<file path="src/rtl/i2s_dac_tx.sv">
// I2S / left-justified DAC serializer with a single-entry holding buffer.
// Define I2S_LEFT_JUSTIFIED_EN for left-justified framing; standard I2S otherwise.
module i2s_dac_tx #(
   parameter int DATA_WIDTH = 16,
   parameter int SLOT_BITS  = 16,
   parameter int BCLK_DIV   = 6
) (
   input  logic                  sample_clock,
   input  logic                  reset,
   input  logic [DATA_WIDTH-1:0] left_sample,
   input  logic [DATA_WIDTH-1:0] right_sample,
   input  logic                  sample_valid,
   output logic                  sample_ready,
   output logic                  bclk,
   output logic                  daclrck,
   output logic                  dacdat,
   output logic                  frame_start,
   output logic                  underrun
);

   localparam int FRAME_BITS = 2 * SLOT_BITS;
   localparam int DIV_W      = (BCLK_DIV > 1) ? $clog2(BCLK_DIV) : 1;
   localparam int K_W        = $clog2(FRAME_BITS);
   localparam logic [DIV_W-1:0] DIV_LAST = DIV_W'(BCLK_DIV - 1);
   localparam logic [K_W-1:0]   K_LAST   = K_W'(FRAME_BITS - 1);
   localparam logic [K_W-1:0]   K_RIGHT  = K_W'(SLOT_BITS);

   logic [DIV_W-1:0]      div_q, div_d;
   logic                  bclk_q, bclk_d;
   logic [K_W-1:0]        k_q, k_d;
   logic                  lrck_q, lrck_d;
   logic                  dat_q, dat_d;
   logic [FRAME_BITS-1:0] shift_q, shift_d;
   logic                  full_q, full_d;
   logic [DATA_WIDTH-1:0] hold_l_q, hold_l_d;
   logic [DATA_WIDTH-1:0] hold_r_q, hold_r_d;
   logic                  fs_q, fs_d;
   logic                  ur_q, ur_d;

   logic                  div_tick;
   logic                  fall_evt;
   logic                  load;
   logic                  take;
   logic [FRAME_BITS-1:0] load_word;

   assign div_tick = (div_q == DIV_LAST);
   assign fall_evt = div_tick & bclk_q;
   assign load     = fall_evt & (k_q == '0);
   assign take     = sample_valid & ~full_q;

   // An empty holding buffer at frame load sends a silent frame.
   always_comb begin
      load_word = '0;
      if (full_q) begin
         load_word[FRAME_BITS-1 -: DATA_WIDTH] = hold_l_q;
         load_word[SLOT_BITS-1 -: DATA_WIDTH]  = hold_r_q;
      end
   end

   always_comb begin
      div_d    = div_tick ? '0 : div_q + DIV_W'(1);
      bclk_d   = bclk_q ^ div_tick;
      k_d      = k_q;
      lrck_d   = lrck_q;
      dat_d    = dat_q;
      shift_d  = shift_q;
      full_d   = full_q;
      hold_l_d = hold_l_q;
      hold_r_d = hold_r_q;
      fs_d     = load;
      ur_d     = load & ~full_q;

      if (fall_evt) begin
         k_d    = (k_q == K_LAST) ? '0 : k_q + K_W'(1);
         lrck_d = (k_q >= K_RIGHT);
         if (load) begin
`ifdef I2S_LEFT_JUSTIFIED_EN
            dat_d   = load_word[FRAME_BITS-1];
            shift_d = load_word << 1;
`else
            // After 2*SLOT_BITS-1 shifts the shifter MSB still holds the
            // previous frame's last bit, so it doubles as the I2S delay bit.
            dat_d   = shift_q[FRAME_BITS-1];
            shift_d = load_word;
`endif
         end else begin
            dat_d   = shift_q[FRAME_BITS-1];
            shift_d = shift_q << 1;
         end
      end

      if (take) begin
         full_d   = 1'b1;
         hold_l_d = left_sample;
         hold_r_d = right_sample;
      end else if (load) begin
         full_d = 1'b0;
      end
   end

   always_ff @(posedge sample_clock or posedge reset) begin
      if (reset) begin
         div_q    <= '0;
         bclk_q   <= 1'b0;
         k_q      <= '0;
         lrck_q   <= 1'b0;
         dat_q    <= 1'b0;
         shift_q  <= '0;
         full_q   <= 1'b0;
         hold_l_q <= '0;
         hold_r_q <= '0;
         fs_q     <= 1'b0;
         ur_q     <= 1'b0;
      end else begin
         div_q    <= div_d;
         bclk_q   <= bclk_d;
         k_q      <= k_d;
         lrck_q   <= lrck_d;
         dat_q    <= dat_d;
         shift_q  <= shift_d;
         full_q   <= full_d;
         hold_l_q <= hold_l_d;
         hold_r_q <= hold_r_d;
         fs_q     <= fs_d;
         ur_q     <= ur_d;
      end
   end

   assign sample_ready = ~full_q;
   assign bclk         = bclk_q;
   assign daclrck      = lrck_q;
   assign dacdat       = dat_q;
   assign frame_start  = fs_q;
   assign underrun     = ur_q;

endmodule

</file>
<file path="config.mk">
export PLATFORM = sky130hd
export DESIGN_NAME = i2s_dac_tx
export DESIGN_NICKNAME = d
export VERILOG_FILES = /design/src/rtl/i2s_dac_tx.sv
export SDC_FILE = /design/constraint.sdc
export NUM_CORES = 1
export LEC_CHECK = 0
export ABC_AREA = 1
export CORE_MARGIN = 2
export CORE_UTILIZATION = 43
export CTS_BUF_LIST = sky130_fd_sc_hd__clkbuf_4 sky130_fd_sc_hd__clkbuf_8
export CTS_CLUSTER_SIZE = 16
export DETAILED_ROUTE_END_ITERATION = 6
export GPL_ROUTABILITY_DRIVEN = 0
export PLACE_DENSITY = 0.66
export SLEW_MARGIN = 10
export SYNTH_ARGS = -nofsm -noshare
export SYNTH_HDL_FRONTEND = slang
export SYNTH_SLANG_ARGS = --single-unit
</file>
<file path="constraint.sdc">
create_clock -name sample_clock -period 2.5 [get_ports sample_clock]
set_input_delay 0.5 -clock sample_clock [delete_from_list [all_inputs] [get_ports sample_clock]]
set_output_delay 0.5 -clock sample_clock [all_outputs]
set_load 0.01 [all_outputs]
</file>
After elaboration in Yosys (flattened, before gate mapping)
Cells that the tools add are included.

Multiplexer cells: 6. Reduce and logical (&&, ||, !) cells: 2. Magnitude comparators: 1. $add $sub $neg: 2. Equal/unequal tests: 2. Bitwise logic cells: 6.

Operator list (count): 32-bit 2-to-1 mux (2); 5-bit by 1-bit adder with 5-bit output (second input constant) (1); 5-bit equality test (second input constant) (1); 5-bit >= comparator (second input constant) (1); 5-bit zero test (1); 5-bit 2-to-1 mux (1); 1-bit AND (4); 3-bit by 1-bit adder with 3-bit output (second input constant) (1); 3-bit equality test (second input constant) (1); 3-bit 2-to-1 mux (1); 1-bit 2-to-1 mux (2); 2-bit nonzero test (1); 1-bit NOT (1); 1-bit bitwise XOR (1).

Flip-flop bits (word level): 78. Output and inout port bits: 6. Input port bits: 35. Logic and storage cells: 30.

Longest topological paths before layout
Word-level depth: 5. Depth in mapped cells: 11. Gate-level depth less buffers: 9.

Worst setup path before layout
Ideal clock, no wire load.

Path kind: flip-flop to flip-flop. Start point: register div_q[0]. End point: register shift_q[1]. Slack: 1.003 ns. Setup time: 0.118 ns. Cell stages (with the launch flop): 12. Required time: 2.382 ns. Buffers on the path: 2. Data arrival time: 1.379 ns. Clock period less this slack: 1.497 ns. Path through: dfrtp_1 > nand2_1 > nor2_1 > ha_1 > buf_4 > inv_4 > nor2_8 > nand3_4 > buf_2 > nand2_1 > nand3_1 > nand2_1.

Cells in the longest elaborated chain, start to end: 4.

RTL lines: start: declaration (RTL line 28) `logic [DIV_W-1:0] div_q, div_d;`; start signal: assignment (RTL line 115) `div_q <= div_d;`; 3-bit equality test (*) (RTL line 46) `assign div_tick = (div_q == DIV_LAST);`; 1-bit AND (*) (RTL line 47) `assign fall_evt = div_tick & bclk_q;`; named net fall_evt (RTL line 41) `logic fall_evt;`; 1-bit AND (RTL line 48) `assign load = fall_evt & (k_q == '0);`; 32-bit 2-to-1 mux (RTL line 76) `if (load) begin`; end signal: assignment (RTL line 120) `shift_q <= shift_d;`; end: declaration (RTL line 33) `logic [FRAME_BITS-1:0] shift_q, shift_d;`.

The timed path passes the listed nets; every way through them passes the cells marked *. A chain may end at the register's enable or synchronous reset.

Worst setup path in the final report
Start point: register div_q[0]. End point: register shift_q[10].

Same word-level chain as after synthesis.

==> results.toml <==
[critical_path]
start_kind = "register"
cp_common_cell = "nand2_1"
arrival_ps = 2160
worstPathCellList = "nand2_1 > nor2_1 > ha_1 > inv_4 > nor2_8 > nand3_4 > nand2_1 > nand3_1 > nand2_1"
path_class = "register to register"
end_kind = "register"
path_max_fanout = 34
critPathSlowestCell = "dfrtp_1"
cp_slowest_stage_delay_ps = 380
reg2reg_depth = 9
cp.required_ps = 2780

[grt]
first_global_vias = 2790
antenna_found_initial = 0
grt_max_degree = 41
grt_overflow = 0
grt_usage_pct = 17.8
grt_pass1_wl_um = 12800

[yosys]
yosysWarnings = 0
netlist_area_mm2 = 0.00367
avgSynthCellArea_um2 = 9.03
synthCells = 407
synthTopCellsByCount = "139 x nand2_1, 78 x dfrtp_1, 39 x inv_1, 32 x mux2_2, 32 x nand3_1"
ys_seq_area_share_pct = 53.1
yosys.area.top_type = "dfrtp_1"
synth_cell_types = 23
synth_most_common_cell = "nand2_1"
synth_seq_cells = 78
synth-edff-count = 0
async_flop_share_pct = 100
synth_top_area_share_pct = 53.1
synth-main-ff-cell = "dfrtp_1"
synth_area_leaders = "dfrtp_1 53%, nand2_1 14%, mux2_2 9.8%"
synthesis.nets = 446

[sta]
finalMaxSlewViolations = 0
setup_viol = 0
tightest_slew_ps = 713
final.setup.worst_slack_ps = 612
finalSetupTns_ps = 0
slew_headroom_pct = 52.4
clock_skew_ps = 10.5
rsz0062_at_grt = "no"
fmax_ghz = 0.530
timing.final.crit_share_pct = 75.5
period_needed_ps = 1890
whs_ps = 464
hold_violations = 0

[clock_network]
cts_hold_buf = 0
clk_latency_ps = 340
post_cts_buffers = 0
cts-root-buf = "clkbuf_8"
htree_levels = 3
path_clk_slew_ps = 70
cts_tree = "built"
post_cts_resized = 0
cts-buffers-inserted = 9
cts_max_path_buffers = 2
clock_sinks = 78

[detailed_routing]
drtAntennaViolNets = 0
drt_first_pass_iters = 4
wirelength_um = 7230
drtIter0Drc = 122
routed_via_density = 5.03
drcViolationCount = 0
vias = 2768
wire_per_inst_um = 13.1

[power_and_ir_drop]
vdd_drop_max_uv = 365
p_leak_uw = 0.00224
power_density_mw_per_mm2 = 662

[hold_path]
hold_path.class = "register to register"
holdPathStages = 1

[finish]
num-fill-cells = 763
nets = 479
syn2layout_area_growth_pct = 18.7
n_antenna_cell = 0
drive_gt1_share_pct = 14.8

[floorplan]
rows = 33
die_w_um = 96.4
core_mm2 = 0.00826
ioPinCount = 41
floorplan.initialDensity_pct = 44.5
die_y_um = 96.4
dieArea_mm2 = 0.00930

[place]
hpwlAfterDp_um = 4520
dp_slack_ps = 590
portBuffers = 40

[outcome]
status = "completed"

[run]
cap_violations = 0
final timing paths:
check                      slack (ps)     start      endpoint
max reg2reg                       610  div_q[0]   shift_q[10]
min in group asynchronous         560     reset  hold_r_q[14]
max                               610  div_q[0]   shift_q[10]
max in group asynchronous        1380     reset   shift_q[16]
min                               460  div_q[0]      div_q[0]
min reg2reg                       460  div_q[0]      div_q[0]
cell type report:
type / instances / area (µm²) / share of cell area [%]
multi-input cells: 259 / 1420 / 32.4
repair buffers: 50 / 500 / 11.5
clock buffers: 11 / 145 / 3.33
clock inverters: 5 / 57.6 / 1.32
inverters: 42 / 160 / 3.67
flip-flops and latches: 78 / 1950 / 44.8
well taps: 105 / 131 / 3.01
worst max-delay path, delay by kind of cell (launching register included):
| kind | cells | cell delay [ps] |
|---|---|---|
| flip-flops | 1 | 380 |
| buffers and inverters | 1 | 60 |
| adder cells (fa/ha/maj) | 1 | 220 |
| AND/OR/NAND/NOR | 7 | 1140 |
cell usage in the layout (no fill, tap or decap):
master	Yosys	routed
nand2_1	139	139
dfrtp_1	78	78
clkdlybuf4s50_1	0	40
inv_1	39	38
nand3_1	32	32
mux2_2	32	32
nand4_1	31	31
clkbuf_8	0	10
buf_4	1	8
nor2_1	7	7
o21ai_0	6	6
ha_1	4	4
inv_2	2	3
a21oi_1	2	2
clkinv_2	0	2
buf_12	0	2
inv_4	1	1
nor2_8	1	1
nor2_2	1	1
nand3_4	1	1
and3_1	1	1
nand2_2	1	1
o22ai_1	1	1
clkbuf_4	0	1
inv_6	0	1
bufinv_16	0	1
clkinv_4	0	1
stage by stage:
stage	util, %	area [µm²]	total power [µW]	instances
floorplan	-	3670	1820	407
global placement	50.4	4160	1940	534
detailed placement	50.4	4160	1970	534
CTS	52.8	4360	2930	550
global route	52.8	4360	3050	550
finish	52.8	4360	2890	550
routing by layer:
metal	vias to the layer above	GRT usage [%]	part of all wire (%)
met5	-	0	0
met4	0	5.63	0.94
met3	8	5.51	7.0
met2	81	29.9	49
met1	1305	22.2	43
li1	1374	-	-
flip-flops by register name, indices dropped and copies added (netlist names), 3 cells and up:
register,flops
hold_l_q,16
div_q,3
k_q,5
hold_r_q,16
shift_q,32
cell families (layout without fill, tap and decap cells):
family / after synthesis / after routing / synth area share, %
DFF: 78 / 78 / 53.1
buffers and inverters: 70 / 108 / 8.38
adders and majority gates: 4 / 4 / 1.36
and+or+nand+nor: 214 / 214 / 26.1
muxes: 32 / 32 / 9.81
AOI/OAI and AO/OA: 9 / 9 / 1.26
power by group:
part / total (µW) / switching (µW) / leakage, µW / internal [µW]
Clock: 953 / 451 / 0.000107 / 502
Sequential: 1550 / 100 / 0.00100 / 1450
Combinational: 381 / 148 / 0.00113 / 233
Total: 2890 / 699 / 0.00224 / 2190
Note: power is estimated with default switching activity, not from simulation.
